<file path="config.mk">
export PLATFORM = sky130hd
export DESIGN_NAME = coin_acceptor
export DESIGN_NICKNAME = d
export VERILOG_FILES = /design/src/rtl/coin_acceptor.sv
export SDC_FILE = /design/constraint.sdc
export NUM_CORES = 1
export LEC_CHECK = 0
export BUFFER_PORTS_ARGS = -buffer_cell sky130_fd_sc_hd__buf_2
export CAP_MARGIN = 20
export CORE_MARGIN = 1
export CORE_UTILIZATION = 58
export DETAILED_ROUTE_END_ITERATION = 8
export MAX_ROUTING_LAYER = met4
export PLACE_DENSITY = 0.74
export RECOVER_POWER = 50
export SLEW_MARGIN = 20
export SYNTH_ARGS = -nofsm -noshare
export SYNTH_HDL_FRONTEND = slang
export SYNTH_SLANG_ARGS = --single-unit
</file>
<file path="constraint.sdc">
create_clock -name clk -period 2.3 [get_ports clk]
set_input_delay 0.46 -clock clk [delete_from_list [all_inputs] [get_ports clk]]
set_output_delay 0.46 -clock clk [all_outputs]
set_load 0.005 [all_outputs]
</file>
<file path="src/rtl/coin_acceptor.sv">
// Coin-chute front end: synchronises and debounces the two optical sensors,
// classifies each coin and issues a valid/reject strobe or a jam level.
module coin_acceptor #(
   parameter int unsigned DEB_CYCLES = 4,
   parameter int unsigned MAX_PULSE  = 64,
   parameter int unsigned CNT_W      = 7
) (
   input  logic clk,
   input  logic rst,
   input  logic sense_a,
   input  logic sense_b,
   input  logic busy,
   output logic i,
   output logic j,
   output logic reject,
   output logic jam
);

   typedef enum logic [2:0] {
      IDLE,
      DEBOUNCE,
      WAIT_RELEASE,
      EMIT,
      REJECT,
      JAM
   } state_t;

   localparam logic [CNT_W-1:0] DEB_LAST = CNT_W'(DEB_CYCLES - 1);
   localparam logic [CNT_W-1:0] MAX_LAST = CNT_W'(MAX_PULSE - 1);
   localparam logic [CNT_W-1:0] CNT_ONE  = CNT_W'(1);

   state_t           state;
   logic [1:0]       sync_a;
   logic [1:0]       sync_b;
   logic [1:0]       pat;
   logic [1:0]       pat_q;
   logic [CNT_W-1:0] cnt;
   logic             cls;
   logic             ok;
   logic             drop;

   function automatic logic [CNT_W-1:0] sat_inc(input logic [CNT_W-1:0] v);
      return (v == '1) ? v : v + 1'b1;
   endfunction

   always_ff @(posedge clk or posedge rst) begin
      if (rst) begin
         sync_a <= '0;
         sync_b <= '0;
      end else begin
         sync_a <= {sync_a[0], sense_a};
         sync_b <= {sync_b[0], sense_b};
      end
   end

   assign pat = {sync_a[1], sync_b[1]};

   // Outputs are registered alongside the state so each strobe is asserted
   // exactly while the FSM sits in the matching state.
   always_ff @(posedge clk or posedge rst) begin
      if (rst) begin
         state  <= IDLE;
         pat_q  <= '0;
         cnt    <= '0;
         cls    <= 1'b0;
         ok     <= 1'b0;
         drop   <= 1'b0;
         i      <= 1'b0;
         j      <= 1'b0;
         reject <= 1'b0;
         jam    <= 1'b0;
      end else begin
         i      <= 1'b0;
         j      <= 1'b0;
         reject <= 1'b0;
         case (state)
            IDLE: begin
               if (pat != 2'b00) begin
                  pat_q <= pat;
                  cnt   <= CNT_ONE;
                  state <= DEBOUNCE;
               end
            end
            DEBOUNCE: begin
               if (pat == 2'b00) begin
                  cnt   <= '0;
                  state <= IDLE;
               end else if (pat != pat_q) begin
                  pat_q <= pat;
                  cnt   <= CNT_ONE;
               end else if (cnt >= DEB_LAST) begin
                  // 10 = small, 11 = large, 01 = invalid
                  ok    <= pat_q[1];
                  cls   <= pat_q[1] & pat_q[0];
                  drop  <= busy;
                  cnt   <= '0;
                  state <= WAIT_RELEASE;
               end else begin
                  cnt <= sat_inc(cnt);
               end
            end
            WAIT_RELEASE: begin
               if (pat == 2'b00) begin
                  cnt <= '0;
                  if (ok && !drop) begin
                     i     <= 1'b1;
                     j     <= cls;
                     state <= EMIT;
                  end else begin
                     reject <= 1'b1;
                     state  <= REJECT;
                  end
               end else if (cnt >= MAX_LAST) begin
                  cnt   <= '0;
                  jam   <= 1'b1;
                  state <= JAM;
               end else begin
                  cnt <= sat_inc(cnt);
               end
            end
            EMIT, REJECT: begin
               state <= IDLE;
            end
            JAM: begin
               if (pat != 2'b00) begin
                  cnt <= '0;
               end else if (cnt >= DEB_LAST) begin
                  cnt   <= '0;
                  jam   <= 1'b0;
                  state <= IDLE;
               end else begin
                  cnt <= sat_inc(cnt);
               end
            end
            default: begin
               cnt   <= '0;
               jam   <= 1'b0;
               state <= IDLE;
            end
         endcase
      end
   end

endmodule

</file>
==> run summary <==
status - finished clean
vias per std cell - 6.17
worst-skew pair later-pin latency - 300 ps
Primary FF master, synth - dfrtp_1
#FFs+latches synth - 23
skew final - 3.91 ps
htree depth - 1
Startpoint Class - flop
First-pass DRT Iterations - 4
worst reg-to-reg setup slack - 350 ps
Worst Path Required - 2530 ps
Synth area leader - dfrtp_1
ANT nets after route - 0
sequential area share after synthesis - 46.7%
drt initial violations - 37
post-CTS setup buffer count - 0
Tightest Hold Check Type - primary input to flop
synthesized instance count - 124
top cells by area, synth - dfrtp_1 (47%), nand2_1 (4.0%), nor2_1 (3.4%), xnor2_1 (2.8%), a21oi_1 (2.4%)
global-route wire length before repair - 3840 um
count of final setup violators - 0
largest net degree at the start of global routing - 24
worst-path maximum fanout - 7
worst-case clock buffer depth - 2
Post-synth EDFFs - 0
hpwl dp - 1820 um
CP endpoint kind - flop
worst-margin pin slew - 855 ps
GRT overflow - 0
critical path class - flop to flop
Mean Syn Cell Area - 9.94 sq um
height of the die - 48.1 um
vias in the first global route - 852
nets - 137
most frequent cell after synthesis - dfrtp_1
antenna cells - 0
wire per inst - 15.0 um
PortBufs - 8
Final Hold Violating Endpoints - 0
unrepaired setup endpoints after global routing - no
fmax - 514 MHz
fillers - 166
max-slew violation count - 0
P per Cell Area - 1070 nW/um^2
Overall Global Routing Usage - 24.8%
TritonCTS Sinks - 23
Inserted Clock Buffers - 3
DR DRC count - 0
Total Power - 1.39 mW
CTS tree - built
share of cells above drive strength 1 - 17.7%
via count - 968
Fin Setup TNS - 0 ps
worst rel slew slack - 43.0%
drt total wl - 2360 um
worst IR drop on VDD - 0.704 mV
mapped cell area - 1230 sq um
Core Region - 1980 sq um
Initial Utilization - 62.2%
Core Util, Final - 65.6%
CTS root buf - clkbuf_4
Max Cap Violations - 0
count of hold-fix buffers inserted at cts - 0
leakage power - 0.569 nW
Die ar. - 2310 sq um
RD Place Congestion - 0.900
Clock Pin Slew Worst Setup and Hold Paths - 120 ps
post-cts resize count - 0
asr flop ratio synth - 100%
Yosys top cell area share - 46.7%
count of cell types in the netlist - 45
syn_nets - 130
yosys warns - 0
IO Count - 9
critical path arrival - 2180 ps
Tcrit/Tclk final - 84.6%
area delta synth->final - 5.48%
Post-synth top cells - dfrtp_1 (23), nand2_1 (13), nor2_1 (11), a21oi_1 (6), nor3_1 (6)
Final min period - 1950 ps
DIE WIDTH - 48.1 um
initial antenna violation count - 0
row count - 16
==> logic make-up after synthesis <==
group / count (synthesis) / share of synthesized area [%]
AND/OR/NAND/NOR: 51 / 22.6
AO/OA/AOI/OAI: 33 / 20.4
flip-flops: 23 / 46.7
multiplexers: 2 / 1.83
adder cells (fa/ha/maj): 1 / 1.02
XOR/XNOR: 5 / 3.55
buffers and inverters: 9 / 3.86
==> sequential cells by signal, summed over array words and instances, names as in the netlist <==
| name | flops |
|---|---|
| ok | 1 |
| cls | 1 |
| cnt | 7 |
| j | 1 |
| drop | 1 |
| pat_q | 2 |
| state | 3 |
| jam | 1 |
| sync_a | 2 |
| reject | 1 |
| sync_b | 2 |
| i | 1 |
==> layout make-up <==
type	instances	area, sq um	share of cell area, %
multi-input combinational	92	609	46.9
sequential	23	576	44.3
inverter	2	7.51	0.577
timing repair buffer	9	47.5	3.66
tap	27	33.8	2.60
clock buffer	4	26.3	2.02
==> final timing paths <==
| kind | from | end | cells past startpoint |
|---|---|---|---|
| setup / recovery | cnt[0] | cnt[2] | 6 |
| hold / removal | sense_b | sync_b[0] | 1 |
| setup reg to reg | cnt[0] | cnt[2] | 6 |
| hold reg to reg | sync_a[0] | sync_a[1] | 0 |
| max in group asynchronous | rst | cnt[0] | 2 |
| min in group asynchronous | rst | drop | 2 |
==> report_power, final <==
group / switching [mW] / internal (mW)
clock network: 0.112 / 0.0675
registers: 0.125 / 0.493
logic: 0.342 / 0.255
==> cells in the final DEF (no fill, tap or decap), drive strengths merged, types with 3 or more instances in the layout <==
cell type,n
nor3,6
nor2,11
a31oi,4
nand3,5
o21bai,3
xnor2,4
dfrtp,23
o21ai,4
clkbuf,4
buf,9
a21oi,6
nand2,14
==> critical path, stage by stage, from the launching register on <==
cell	delay, ps
dfrtp_1	480
ha_1	300
nor4_4	190
nand2_2	140
nor3_1	440
o21bai_1	150
a31oi_1	180
==> through the flow <==
stage	area, sq um	std cells	hold slack, ps	setup slack [ps]
finish	1300	157	257	354
floorplan	1230	124	331	672
global route	1300	157	244	232
global placement	1270	153	333	494
detailed placement	1270	153	336	426
CTS	1300	157	248	403
==> layer usage <==
metal | part of all wire [%] | vias to the layer above | track usage, %
li1 | - | 460 | -
met1 | 46 | 476 | 33.4
met2 | 49 | 28 | 38.1
met3 | 3.9 | 4 | 4.07
met4 | 1.2 | 0 | 8.89
met5 | 0 | - | -
No activity file was read; power rests on OpenSTA's default activity.
